**src/rtl/dawg_cache_pkg.sv**
```systemverilog
// Shared encodings for the DAWG partitioned cache set: replacement policy
// select values and the flush sequencer states.
package dawg_cache_pkg;

    localparam logic POL_NRU = 1'b0;
    localparam logic POL_RR  = 1'b1;

    typedef enum logic {
        S_IDLE  = 1'b0,
        S_FLUSH = 1'b1
    } state_e;

endpackage

```
**src/rtl/dawg_way_select.sv**
```systemverilog
// Priority finder over a way mask: lowest set bit, or (after_i=1) the first set
// bit strictly above ptr_i, wrapping to the lowest set bit.
module dawg_way_select #(
    parameter  int NUM_WAYS = 8,
    localparam int WAY_W    = $clog2(NUM_WAYS)
) (
    input  logic [NUM_WAYS-1:0] mask_i,
    input  logic [WAY_W-1:0]    ptr_i,
    input  logic                after_i,
    output logic                found_o,
    output logic [WAY_W-1:0]    idx_o
);

    logic             lo_f, nx_f;
    logic [WAY_W-1:0] lo_i, nx_i;

    always_comb begin
        lo_f = 1'b0;
        lo_i = '0;
        nx_f = 1'b0;
        nx_i = '0;
        for (int unsigned i = 0; i < NUM_WAYS; i++) begin
            if (mask_i[i] && !lo_f) begin
                lo_f = 1'b1;
                lo_i = WAY_W'(i);
            end
            if (mask_i[i] && (i > 32'(ptr_i)) && !nx_f) begin
                nx_f = 1'b1;
                nx_i = WAY_W'(i);
            end
        end
    end

    assign found_o = after_i ? (nx_f | lo_f) : lo_f;
    assign idx_o   = (after_i && nx_f) ? nx_i : lo_i;

endmodule

```
**src/rtl/dawg_cache_set.sv**
```systemverilog
// One set of a DAWG way-partitioned cache: partition-isolated lookup and fill
// with NRU or round-robin replacement, and a way-by-way partition flush.
module dawg_cache_set
    import dawg_cache_pkg::*;
#(
    parameter  int NUM_WAYS   = 8,
    parameter  int ADDR_WIDTH = 8,
    localparam int WAY_W      = $clog2(NUM_WAYS)
) (
    input  logic                  clk,
    input  logic                  reset,
    input  logic                  os_req,
    input  logic [NUM_WAYS-1:0]   os_hitmap,
    input  logic                  os_policy,
    input  logic                  flush_req,
    input  logic                  user_req,
    input  logic [ADDR_WIDTH-1:0] addr,
    output logic                  busy,
    output logic                  flush_done,
    output logic                  resp_valid,
    output logic                  hit,
    output logic [WAY_W-1:0]      hit_way,
    output logic                  evict_valid,
    output logic [ADDR_WIDTH-1:0] evict_tag,
    output logic [NUM_WAYS-1:0]   part_o,
    output logic [NUM_WAYS-1:0]   meta_o
);

    state_e                state_q, state_d;
    logic [WAY_W-1:0]      w_q, w_d, rr_q, rr_d;
    logic [NUM_WAYS-1:0]   part_q, part_d, valid_q, valid_d, meta_q, meta_d;
    logic                  pol_q, pol_d;
    logic [ADDR_WIDTH-1:0] tag_q [NUM_WAYS];
    logic [ADDR_WIDTH-1:0] tag_d [NUM_WAYS];

    logic                  resp_valid_q, resp_valid_d, hit_q, hit_d;
    logic                  evict_valid_q, evict_valid_d, flush_done_q, flush_done_d;
    logic [WAY_W-1:0]      hit_way_q, hit_way_d;
    logic [ADDR_WIDTH-1:0] evict_tag_q, evict_tag_d;

    logic [NUM_WAYS-1:0]   match;
    logic                  hit_found, nru_found, lo_found, nx_found, os_found;
    logic [WAY_W-1:0]      hit_idx, nru_idx, lo_idx, nx_idx, os_idx, victim;

    // match already excludes out-of-partition ways, so foreign lines never hit
    always_comb begin
        match = '0;
        for (int unsigned i = 0; i < NUM_WAYS; i++) begin
            match[i] = valid_q[i] && (tag_q[i] == addr) && part_q[i];
        end
    end

    dawg_way_select #(.NUM_WAYS(NUM_WAYS)) u_hit (
        .mask_i(match), .ptr_i('0), .after_i(1'b0),
        .found_o(hit_found), .idx_o(hit_idx)
    );
    dawg_way_select #(.NUM_WAYS(NUM_WAYS)) u_nru (
        .mask_i(part_q & ~meta_q), .ptr_i('0), .after_i(1'b0),
        .found_o(nru_found), .idx_o(nru_idx)
    );
    dawg_way_select #(.NUM_WAYS(NUM_WAYS)) u_lo (
        .mask_i(part_q), .ptr_i('0), .after_i(1'b0),
        .found_o(lo_found), .idx_o(lo_idx)
    );
    dawg_way_select #(.NUM_WAYS(NUM_WAYS)) u_rr (
        .mask_i(part_q), .ptr_i(rr_q), .after_i(1'b1),
        .found_o(nx_found), .idx_o(nx_idx)
    );
    dawg_way_select #(.NUM_WAYS(NUM_WAYS)) u_os (
        .mask_i(os_hitmap), .ptr_i('0), .after_i(1'b0),
        .found_o(os_found), .idx_o(os_idx)
    );

    always_comb begin
        state_d       = state_q;
        w_d           = w_q;
        rr_d          = rr_q;
        part_d        = part_q;
        pol_d         = pol_q;
        valid_d       = valid_q;
        meta_d        = meta_q;
        tag_d         = tag_q;
        victim        = '0;
        resp_valid_d  = 1'b0;
        hit_d         = 1'b0;
        hit_way_d     = '0;
        evict_valid_d = 1'b0;
        evict_tag_d   = '0;
        flush_done_d  = 1'b0;

        case (state_q)
            S_IDLE: begin
                if (os_req) begin
                    part_d = os_hitmap;
                    pol_d  = os_policy ? POL_RR : POL_NRU;
                    rr_d   = os_found ? os_idx : '0;
                end else if (flush_req) begin
                    state_d = S_FLUSH;
                    w_d     = '0;
                end else if (user_req) begin
                    resp_valid_d = 1'b1;
                    if (lo_found && hit_found) begin
                        hit_d           = 1'b1;
                        hit_way_d       = hit_idx;
                        meta_d[hit_idx] = 1'b1;
                    end else if (lo_found) begin
                        if (pol_q == POL_NRU) begin
                            victim = nru_found ? nru_idx : lo_idx;
                            // saturated: age out the whole partition before marking the victim
                            if (!nru_found) meta_d = meta_q & ~part_q;
                            meta_d[victim] = 1'b1;
                        end else begin
                            victim = rr_q;
                            rr_d   = nx_found ? nx_idx : rr_q;
                        end
                        hit_way_d       = victim;
                        evict_valid_d   = valid_q[victim];
                        evict_tag_d     = valid_q[victim] ? tag_q[victim] : '0;
                        tag_d[victim]   = addr;
                        valid_d[victim] = 1'b1;
                    end
                end
            end
            S_FLUSH: begin
                if (part_q[w_q]) begin
                    tag_d[w_q]   = '0;
                    valid_d[w_q] = 1'b0;
                    meta_d[w_q]  = 1'b0;
                end
                if (w_q == WAY_W'(NUM_WAYS - 1)) begin
                    state_d      = S_IDLE;
                    flush_done_d = 1'b1;
                end else begin
                    w_d = w_q + 1'b1;
                end
            end
            default: state_d = S_IDLE;
        endcase
    end

    always_ff @(posedge clk) begin
        if (reset) begin
            state_q       <= S_IDLE;
            w_q           <= '0;
            rr_q          <= '0;
            part_q        <= '0;
            pol_q         <= POL_NRU;
            valid_q       <= '0;
            meta_q        <= '0;
            for (int unsigned i = 0; i < NUM_WAYS; i++) tag_q[i] <= '0;
            resp_valid_q  <= 1'b0;
            hit_q         <= 1'b0;
            hit_way_q     <= '0;
            evict_valid_q <= 1'b0;
            evict_tag_q   <= '0;
            flush_done_q  <= 1'b0;
        end else begin
            state_q       <= state_d;
            w_q           <= w_d;
            rr_q          <= rr_d;
            part_q        <= part_d;
            pol_q         <= pol_d;
            valid_q       <= valid_d;
            meta_q        <= meta_d;
            tag_q         <= tag_d;
            resp_valid_q  <= resp_valid_d;
            hit_q         <= hit_d;
            hit_way_q     <= hit_way_d;
            evict_valid_q <= evict_valid_d;
            evict_tag_q   <= evict_tag_d;
            flush_done_q  <= flush_done_d;
        end
    end

    assign busy        = (state_q == S_FLUSH);
    assign flush_done  = flush_done_q;
    assign resp_valid  = resp_valid_q;
    assign hit         = hit_q;
    assign hit_way     = hit_way_q;
    assign evict_valid = evict_valid_q;
    assign evict_tag   = evict_tag_q;
    assign part_o      = part_q;
    assign meta_o      = meta_q;

endmodule
```
**config.mk**
```make
export PLATFORM = sky130hd
export DESIGN_NAME = dawg_cache_set
export DESIGN_NICKNAME = d
export VERILOG_FILES = /design/src/rtl/dawg_cache_pkg.sv /design/src/rtl/dawg_way_select.sv /design/src/rtl/dawg_cache_set.sv
export SDC_FILE = /design/constraint.sdc
export NUM_CORES = 1
export LEC_CHECK = 0
export BUFFER_PORTS_ARGS = -buffer_cell sky130_fd_sc_hd__buf_4
export CAP_MARGIN = 5
export CORE_ASPECT_RATIO = 0.6
export CORE_UTILIZATION = 45
export DETAILED_ROUTE_END_ITERATION = 10
export GPL_TIMING_DRIVEN = 0
export PLACE_DENSITY = 0.62
export REMOVE_ABC_BUFFERS = 1
export SLEW_MARGIN = 5
export SYNTH_ARGS = -nofsm -noshare
export SYNTH_HDL_FRONTEND = slang
export SYNTH_SLANG_ARGS = --single-unit
export TNS_END_PERCENT = 30
```
**constraint.sdc**
```tcl
create_clock -name clk -period 3.1 [get_ports clk]
set_input_delay 0.155 -clock clk [delete_from_list [all_inputs] [get_ports clk]]
set_output_delay 0.155 -clock clk [all_outputs]
set_load 0.01 [all_outputs]
```
==> run_results.csv, run 1 <==
group,metric,value,unit
setup_path,worst-setup-path-type,"reg -> reg",
clocking,cts_tree,"done",
route,wl,22100,um
sta,setup_violations,1,
floorplanning,core,13800,sq um
power_and_ir_drop,powerDensity,493,nW/um^2
route,routed.top_layer,"met4",
floorplanning,ios,54,
setup_path,cp_num_buf_inv,0,
setup_path,path_cells,"xnor2_1, nand4_1, nor3_1, nor4b_2, a21oi_4, or2_1, o22ai_1, a221oi_1",
route,drt_first_pass_iters,6,
clocking,clk_pin_slew,0.07,ns
logic_synthesis,ys_warn_count,0,
layout,fin_util,53.1,%
clocking,htree_levels,3,
layout,area_growth,14.3,%
setup_path,max_stage_delay,0.71,ns
power_and_ir_drop,seqPwrFrac,42.3,%
layout,drive_gt1_share,16.8,%
setup_path,crit_family,"simple AND/OR/NAND/NOR gates",
setup_path,cp_max_fo,15,
route,met1Wirelength,10500,um
logic_synthesis,synth_cell_types,78,
place,gp_congestion,0.920,
route,vias,6303,
outcome,status,"complete, but fails checks",
setup_path,cp.required,3.35,ns
route,via_per_inst,6.34,
layout,layout_common_cells,"133 x nand2_1, 102 x dfxtp_1, 64 x buf_4, 57 x xnor2_1, 44 x a21oi_1",
sta,slew_headroom,38.7,%
layout,num_antenna_cells,0,
place,dp_hpwl,15400,um
grt,grt_max_degree,41,
outcome,violations,"setup timing",
grt,track_usage,29.7,%
layout,fin_cells,994,
place,port_buffers,53,
sta,hold_viol_final,0,
route,wl_per_cell,22.2,um
floorplanning,placementRows,33,
clocking,clockBufferDepth,2,
setup_path,critPathArrivalTime,3.37,ns
logic_synthesis,netlist_instances,767,
route,drtAntennaViolNets,0,
logic_synthesis,synth_edf_count,0,
power_and_ir_drop,p_clk_share,32.4,%
job,maxCapViolCount,0,
power_and_ir_drop,max-vdd-ir-drop,269,uV
logic_synthesis,synthArstFlopShare,0,%
sta,period_share,100,%
power_and_ir_drop,pwr-share-comb,25.4,%
clocking,clk_latency,0.35,ns
logic_synthesis,synth_ff_type,"dfxtp_1",
layout,num-fill-cells,1302,
logic_synthesis,netlist_area,6410,sq um
sta,rsz0062_at_grt,"yes",
layout,regArea,2230,sq um
sta,fin_crit,3.11,ns
power_and_ir_drop,intPower,2.40,mW
grt,grt_overflow_total,0,
grt,grt_pass1_wl,33000,um
logic_synthesis,yosysSeqAreaShare,34.7,%
floorplanning,initial_utilization,46.5,%
clocking,clockRootBuffer,"clkbuf_16",
setup_path,slowest_stage,"nor3_1",
place,numPlacedInstances,964,
setup_path,cp-end-kind,"flop",
grt,antenna_found_initial,1,
sta,fin_worst_skew,0.00878,ns
sta,max_freq,0.321,GHz
layout,nets,822,
sta,timing.final.ws_setup,-0.0125,ns
power_and_ir_drop,switchingPower,1.21,mW
floorplanning,fp.dieH,94.4,um
logic_synthesis,ys_ff_latch,111,
sta,finalSetupTns,-0.0125,ns
clocking,holdBufCountCts,0,
sta,tightest_slew,0.918,ns
floorplanning,dieArea,14700,sq um
power_and_ir_drop,p_leak,2.56,nW
layout,final_common_cell,"nand2_1",
worst_hold_path,min_path_type,"in -> reg",
layout,multi_input_area,3960,sq um
route,route.detailed.drc,0,
clocking,numCtsBuffers,9,
route,drt_iter0_markers,866,
route,wl_met2,8710,um
floorplanning,die_x,156,um
setup_path,start_kind,"flop",
logic_synthesis,syn_avg_cell_area,8.35,sq um
grt,grt_pass1_vias,5605,
route,wl_met3,2650,um
power_and_ir_drop,p_sw_share,33.4,%
sta,final-max-slew-violation-count,0,
clocking,cts_sinks,111,
## worst register-to-register path: stages (launching register included)
cell	delay (ns)
dfxtp_1	0.38
xnor2_1	0.13
nand4_1	0.14
nor3_1	0.71
nor4b_2	0.25
a21oi_4	0.61
or2_1	0.37
o22ai_1	0.14
a221oi_1	0.28
## logic make-up (layout without fill, tap and decap cells)
family	count (synthesis)	in the layout	share of synthesized area (%)
DFF	111	111	34.7
buffers and inverters	70	102	5.31
muxes	7	7	1.35
adders and majority gates	2	2	0.390
and+or+nand+nor	291	293	22.7
AOI/OAI and AO/OA	222	223	26.8
xor gates and xnor gates	64	64	8.75
## sequential cells by signal (all words and copies together) (netlist names)
| signal | cells |
|---|---|
| tag_q | 64 |
| evict_tag | 8 |
| meta_o | 8 |
| part_o | 8 |
| valid_q | 8 |
| hit_way | 3 |
| rr_q | 3 |
| w_q | 3 |
| busy | 1 |
| evict_valid | 1 |
| flush_done | 1 |
| hit | 1 |
| pol_q | 1 |
| resp_valid | 1 |
## power by group through the flow
stage | sequential (mW) | combinational, mW | clock (mW)
6_report | 1.53 | 0.917 | 1.17
5_1_grt | 1.53 | 0.965 | 1.24
4_1_cts | 1.52 | 0.845 | 1.18
3_5_place_dp | 1.55 | 0.794 | 0
3_3_place_gp | 1.55 | 0.773 | 0
2_1_floorplan | 1.53 | 0.504 | 0
## layout make-up
type	count	share of cell area, %
multi-input cells	589	54.1
flip-flops and latches	111	30.5
repair buffers	66	7.04
clock buffers	12	3.37
well taps	192	3.28
inverters	21	1.08
clock inverters	3	0.598
## routing by layer
metal  track usage, %  vias up
met3             7.02       30
met5                0        -
li1                 -     2864
met2             39.1      383
met1             47.0     3026
met4             6.29        0
## path summary, 6_finish.rpt
path / from / to / slack [ns] / cells after the start
max: tag_q[10]$_SDFFE_PP0P_ / meta_o[7]$_SDFFE_PP0P_ / -0.01 / 8
min: os_hitmap[7] / part_o[7]$_SDFFE_PP0P_ / 0.06 / 3
max reg2reg: tag_q[10]$_SDFFE_PP0P_ / meta_o[7]$_SDFFE_PP0P_ / -0.01 / 8
min reg2reg: tag_q[18]$_SDFFE_PP0P_ / tag_q[18]$_SDFFE_PP0P_ / 0.50 / 1
## Yosys cell counts, types with 4 or more instances
master     number  share of area (%)
nand2_1       134                7.8
dfxtp_1       111                 35
xnor2_1        57                7.8
a21oi_1        44                3.4
o2bb2ai_1      42                5.7
nor2_1         37                2.2
nand3_1        33                2.6
a32o_1         25                3.9
clkbuf_1       23                1.3
inv_1          19                1.1
o21ai_0        19                1.5
nor3_1         17                1.3
o211ai_1       16                1.9
nand2b_1       14                1.4
buf_4          13                1.5
a31oi_1        12                1.2
buf_2          11               0.86
nand4_1         9               0.88
xor2_1          7               0.96
o21ai_1         6               0.47
and2_1          5               0.49
nor4_1          5               0.49
o22ai_1         5               0.49
o2bb2ai_2       5                1.2
a211oi_1        4               0.47
a22oi_1         4               0.47
a32oi_1         4               0.55
and3_1          4               0.39
nor2b_1         4               0.39
nor3b_1         4               0.47
## per-stage QoR
step           total power, mW  setup WS (ns)  area [sq um]  hold slack (ns)
2_1_floorplan             2.04         -0.415          6150            0.224
3_3_place_gp              2.32          -1.82          6780            0.422
3_5_place_dp              2.35          -1.05          6810            0.429
4_1_cts                   3.54        0.00236          7240           0.0626
5_1_grt                   3.73        -0.0277          7320           0.0602
6_report                  3.61        -0.0125          7320           0.0567
## timing repair
item | CTS | global route
setup endpoints to repair | 82 | 78
pin swaps | 7 | 4
setup buffers | 6 | 6
cloned | 2 | 1
gates resized for setup | 17 | 11
Power figures use the tool's default switching activity.
==> inputs of run 2 (changes only) <==
Settings changed: PLACE_DENSITY 0.62 to unset.
==> run_results.csv, run 2 (same netlist as run 1, synthesis figures left out) <==
group,metric,value,unit
power_and_ir_drop,p_sw_share,33.2,%
setup_path,start_kind,"flop",
layout,drive_gt1_share,16.5,%
sta,setup_violations,0,
setup_path,critPathArrivalTime,3.28,ns
sta,tightest_slew,0.858,ns
setup_path,cp_max_fo,12,
sta,fin_crit,3.03,ns
sta,worst_hold_slack,0.0536,ns
clocking,cts_tree,"done",
sta,hold_viol_final,0,
route,wl,21200,um
power_and_ir_drop,pwr-share-comb,25.2,%
job,maxCapViolCount,0,
floorplanning,fp.dieH,94.4,um
power_and_ir_drop,intPower,2.38,mW
outcome,status,"finished clean",
floorplanning,die_x,156,um
setup_path,regToRegEndpoint,"evict_tag[4]$_SDFF_PP0_",
layout,fin_cells,991,
setup_path,cp.required,3.35,ns
clocking,cts_sinks,111,
place,port_buffers,53,
place,numPlacedInstances,964,
power_and_ir_drop,p_clk_share,32.0,%
layout,layout_common_cells,"134 x nand2_1, 104 x dfxtp_1, 63 x buf_4, 57 x xnor2_1, 44 x a21oi_1",
grt,grt_pass1_wl,32500,um
route,vias,6187,
sta,rsz0062_at_grt,"yes",
setup_path,worst-setup-path-type,"reg -> reg",
grt,antenna_found_initial,0,
sta,slew_headroom,42.7,%
route,wl_per_cell,21.4,um
sta,period_share,97.9,%
layout,final_common_cell,"nand2_1",
sta,max_freq,0.330,GHz
clocking,clk_latency,0.35,ns
clocking,clockRootBuffer,"clkbuf_16",
power_and_ir_drop,seqPwrFrac,42.8,%
route,via_per_inst,6.24,
clocking,clockBufferDepth,2,
route,drtAntennaViolNets,0,
grt,grt_pass1_vias,5650,
route,drt_iter0_markers,735,
power_and_ir_drop,p_leak,2.55,nW
grt,grt_max_degree,41,
worst_hold_path,min_path_type,"in -> reg",
power_and_ir_drop,powerDensity,487,nW/um^2
power_and_ir_drop,max-vdd-ir-drop,328,uV
grt,track_usage,29.5,%
layout,multi_input_area,3960,sq um
layout,nets,821,
floorplanning,placementRows,33,
layout,num_antenna_cells,0,
place,gp_congestion,0.906,
layout,area_growth,14.1,%
route,route.detailed.drc,0,
sta,final-max-slew-violation-count,0,
setup_path,r2r-start,"part_o[5]$_SDFFE_PP0P_",
floorplanning,ios,54,
setup_path,reg2reg_depth,8,
setup_path,cp-end-kind,"flop",
worst_hold_path,hold_end,"pol_q$_SDFFE_PP0P_",
clocking,htree_levels,3,
layout,num-fill-cells,1305,
layout,regArea,2230,sq um
floorplanning,core,13800,sq um
floorplanning,initial_utilization,46.5,%
power_and_ir_drop,switchingPower,1.18,mW
place,dp_hpwl,15400,um
worst_hold_path,hp-start,"os_policy",
sta,finalSetupTns,0,ns
layout,top_register,"tag_q",
layout,largest_reg_flops,64,
clocking,clk_pin_slew,0.07,ns
sta,fin_worst_skew,0.00862,ns
worst_hold_path,whs_path_depth,3,
route,drt_first_pass_iters,6,
setup_path,reg2reg_setup_slack,0.07,ns
grt,grt_overflow_total,0,
clocking,numCtsBuffers,9,
floorplanning,dieArea,14700,sq um
[run 2: cell count changes in the layout (fill, tap and decap cells not counted), sizes merged]
| cell | delta |
|---|---|
| inv | +1 |
| o31a | -1 |
| clkbuf | -2 |
| clkinvlp | +1 |
| clkinv | -2 |
[run 2: worst max-delay path by stage]
stage                           start                       to  slack (ns)
2_1_floorplan  part_o[4]$_SDFFE_PP0P_   tag_q[40]$_SDFFE_PP0P_       -0.42
3_3_place_gp   part_o[4]$_SDFFE_PP0P_   tag_q[41]$_SDFFE_PP0P_       -1.79
3_5_place_dp   part_o[2]$_SDFFE_PP0P_  evict_tag[4]$_SDFF_PP0_       -1.04
4_1_cts        part_o[0]$_SDFFE_PP0P_  evict_tag[4]$_SDFF_PP0_        0.01
5_1_grt        part_o[0]$_SDFFE_PP0P_  evict_tag[4]$_SDFF_PP0_       -0.03
6_report       part_o[5]$_SDFFE_PP0P_  evict_tag[4]$_SDFF_PP0_        0.07
[run 2: layout make-up]
| cell class | instances | share of cell area [%] |
|---|---|---|
| Multi-Input combinational cell | 588 | 54.1 |
| Tap cell | 192 | 3.29 |
| Inverter | 21 | 1.08 |
| Clock inverter | 3 | 0.633 |
| Clock buffer | 10 | 3.13 |
| Timing Repair Buffer | 66 | 7.22 |
| Sequential cell | 111 | 30.5 |
[run 2: critical path: stages (launching register included)]
cell       delay [ns]
dfxtp_2          0.42
nor2b_2          0.24
a2111oi_4        0.45
and2_2           0.32
a21o_2           0.29
o21ai_4          0.19
a311oi_2         0.41
o211ai_2         0.28
a21oi_1          0.31
[run 2: stage by stage]
step | setup slack [ns] | cell area [sq um] | total power, mW | utilization (%)
CTS | 0.0122 | 7200 | 3.50 | 52.2
global placement | -1.79 | 6780 | 2.33 | 49.2
detailed placement | -1.04 | 6810 | 2.35 | 49.4
finish | 0.0652 | 7310 | 3.56 | 53.0
global route | -0.0280 | 7310 | 3.68 | 53.0
floorplan | -0.415 | 6150 | 2.04 | -
[run 2: timing repair]
| item | CTS | global route |
|---|---|---|
| gates cloned | 2 | 0 |
| pin swaps | 6 | 4 |
| hold buffers | 0 | 0 |
| buffers inserted | 4 | 8 |
| setup endpoints to repair | 84 | 77 |
| resized for setup | 21 | 6 |
[run 2: power groups by stage]
| stage | Sequential, mW | Clock [mW] | Combinational (mW) |
|---|---|---|---|
| after floorplan | 1.53 | 0 | 0.504 |
| after global placement | 1.55 | 0 | 0.774 |
| after detailed placement | 1.55 | 0 | 0.791 |
| after CTS | 1.52 | 1.14 | 0.832 |
| after global routing | 1.53 | 1.20 | 0.952 |
| final | 1.53 | 1.14 | 0.898 |
[run 2: per-layer routing]
layer / routed length, um / track usage, % / share of wire, %
met1: 10400 / 44.5 / 49
met2: 8030 / 39.7 / 38
met3: 2590 / 9.78 / 12
met4: 127 / 5.23 / 0.60
met5: 0 / 0 / 0
==> inputs of run 3 (changes only) <==
Settings changed: PLACE_DENSITY_LB_ADDON set to 0.15.
==> run_results.csv, run 3 (same netlist as run 1, synthesis figures left out) <==
group,metric,value,unit
layout,nets,820,
setup_path,reg2reg_setup_slack,0.07,ns
floorplanning,placementRows,33,
layout,num-fill-cells,1315,
sta,worst_hold_slack,0.0461,ns
place,port_buffers,53,
setup_path,endpoint,"tag_q[62]$_SDFFE_PP0P_",
route,drt_first_pass_iters,5,
power_and_ir_drop,total_power,3.62,mW
route,drt_iter0_markers,796,
layout,final_common_cell,"nand2_1",
worst_hold_path,min_path_type,"in -> reg",
power_and_ir_drop,max-vdd-ir-drop,220,uV
setup_path,cp_max_fo,16,
sta,setup_violations,0,
clocking,cts_sinks,111,
grt,grt_pass1_wl,33300,um
setup_path,regToRegEndpoint,"tag_q[62]$_SDFFE_PP0P_",
layout,regArea,2230,sq um
route,vias,6295,
clocking,cts_tree,"done",
layout,drive_gt1_share,16.9,%
sta,rsz0062_at_grt,"yes",
sta,tightest_slew,0.952,ns
setup_path,startpoint,"w_q[1]$_SDFFE_PP0P_",
sta,finalSetupTns,0,ns
sta,final-max-slew-violation-count,0,
clocking,holdBufCountCts,0,
setup_path,r2r-start,"w_q[1]$_SDFFE_PP0P_",
setup_path,worst-setup-path-type,"reg -> reg",
route,via_per_inst,6.35,
grt,grt_max_degree,41,
sta,period_share,97.9,%
floorplanning,ios,54,
job,maxCapViolCount,0,
sta,slew_headroom,36.5,%
grt,track_usage,29.7,%
place,post-place-ws,-0.926,ns
layout,fin_util,53.0,%
floorplanning,fp.dieH,94.4,um
sta,fin_worst_skew,0.00767,ns
place,dp_hpwl,15200,um
power_and_ir_drop,p_leak,2.55,nW
layout,layout_common_cells,"133 x nand2_1, 103 x dfxtp_1, 63 x buf_4, 57 x xnor2_1, 44 x a21oi_1",
route,wl_per_cell,21.4,um
sta,timing.final.ws_setup,0.0657,ns
floorplanning,initial_utilization,46.5,%
clocking,clockBufferDepth,2,
route,drtAntennaViolNets,0,
clocking,htree_levels,3,
grt,antenna_found_initial,0,
route,wl,21200,um
floorplanning,die_x,156,um
clocking,clockRootBuffer,"clkbuf_16",
setup_path,cp.required,3.35,ns
outcome,status,"finished clean",
sta,hold_viol_final,0,
setup_path,reg2reg_depth,8,
clocking,clk_pin_slew,0.07,ns
clocking,numCtsBuffers,9,
layout,top_register,"tag_q",
setup_path,start_kind,"flop",
power_and_ir_drop,powerDensity,495,nW/um^2
setup_path,critPathArrivalTime,3.28,ns
setup_path,cp-end-kind,"flop",
layout,multi_input_area,3960,sq um
grt,grt_pass1_vias,5781,
floorplanning,dieArea,14700,sq um
sta,max_freq,0.330,GHz
clocking,clk_latency,0.36,ns
layout,area_growth,14.1,%
place,gp_congestion,0.921,
layout,num_antenna_cells,0,
route,route.detailed.drc,0,
floorplanning,core,13800,sq um
grt,grt_overflow_total,0,
layout,largest_reg_flops,64,
sta,fin_crit,3.03,ns
-- run 3: cell types whose count changed in the layout (fill, tap and decap cells not counted), sizes merged --
cell	delta
buf	-1
clkbuf	+1
clkinv	+1
-- run 3: layout make-up --
class	instances	area share, %
multi-input combinational	588	54.1
sequential	111	30.5
timing repair buffer	65	6.95
clock buffer	11	3.32
tap	192	3.28
inverter	21	1.08
clock inverter	4	0.753
-- run 3: report_power, final --
part           leakage (nW)  internal [mW]  switching [mW]
sequential            0.900           1.46          0.0650
clock                 0.142          0.650           0.544
combinational          1.50          0.303           0.598
-- run 3: worst min path at each step --
stage	startpoint	to	slack, ns	cells after the start
CTS	os_hitmap[6]	part_o[6]$_SDFFE_PP0P_	0.05	3
floorplan	reset	meta_o[0]$_SDFFE_PP0P_	0.22	1
global route	os_hitmap[6]	part_o[6]$_SDFFE_PP0P_	0.05	3
global placement	os_policy	pol_q$_SDFFE_PP0P_	0.42	3
detailed placement	os_policy	pol_q$_SDFFE_PP0P_	0.43	3
finish	os_hitmap[7]	part_o[7]$_SDFFE_PP0P_	0.05	3
-- run 3: routing by layer --
layer / GRT usage, % / part of all wire, % / up-vias
met5: 0 / 0 / -
met4: 6.37 / 0.83 / 0
met3: 7.43 / 12 / 18
met2: 39.7 / 39 / 381
met1: 46.4 / 48 / 3044
li1: - / - / 2852
-- run 3: what timing repair did --
item                                    in CTS  in global routing
gates cloned                                 2                  0
buffers inserted                             6                  5
endpoints found under the setup margin      80                 77
pin swaps                                    8                  0
gates resized for setup                     15                 14
-- run 3: metrics by stage --
step                      instance area (sq um)  std cells
after CTS                                  7240        987
after detailed placement                   6810        964
after global placement                     6780        963
after global routing                       7310        992
after floorplan                            6150        718
final                                      7310        992
-- run 3: worst max-delay path, stage by stage, from the launching register on --
cell and delay [ns]:
dfxtp_1 0.54, inv_1 0.16, mux4_2 0.44, a211o_2 0.47, a21boi_4 0.23, buf_4 0.19
nor4b_4 0.40, o2bb2ai_2 0.22, a32o_1 0.26
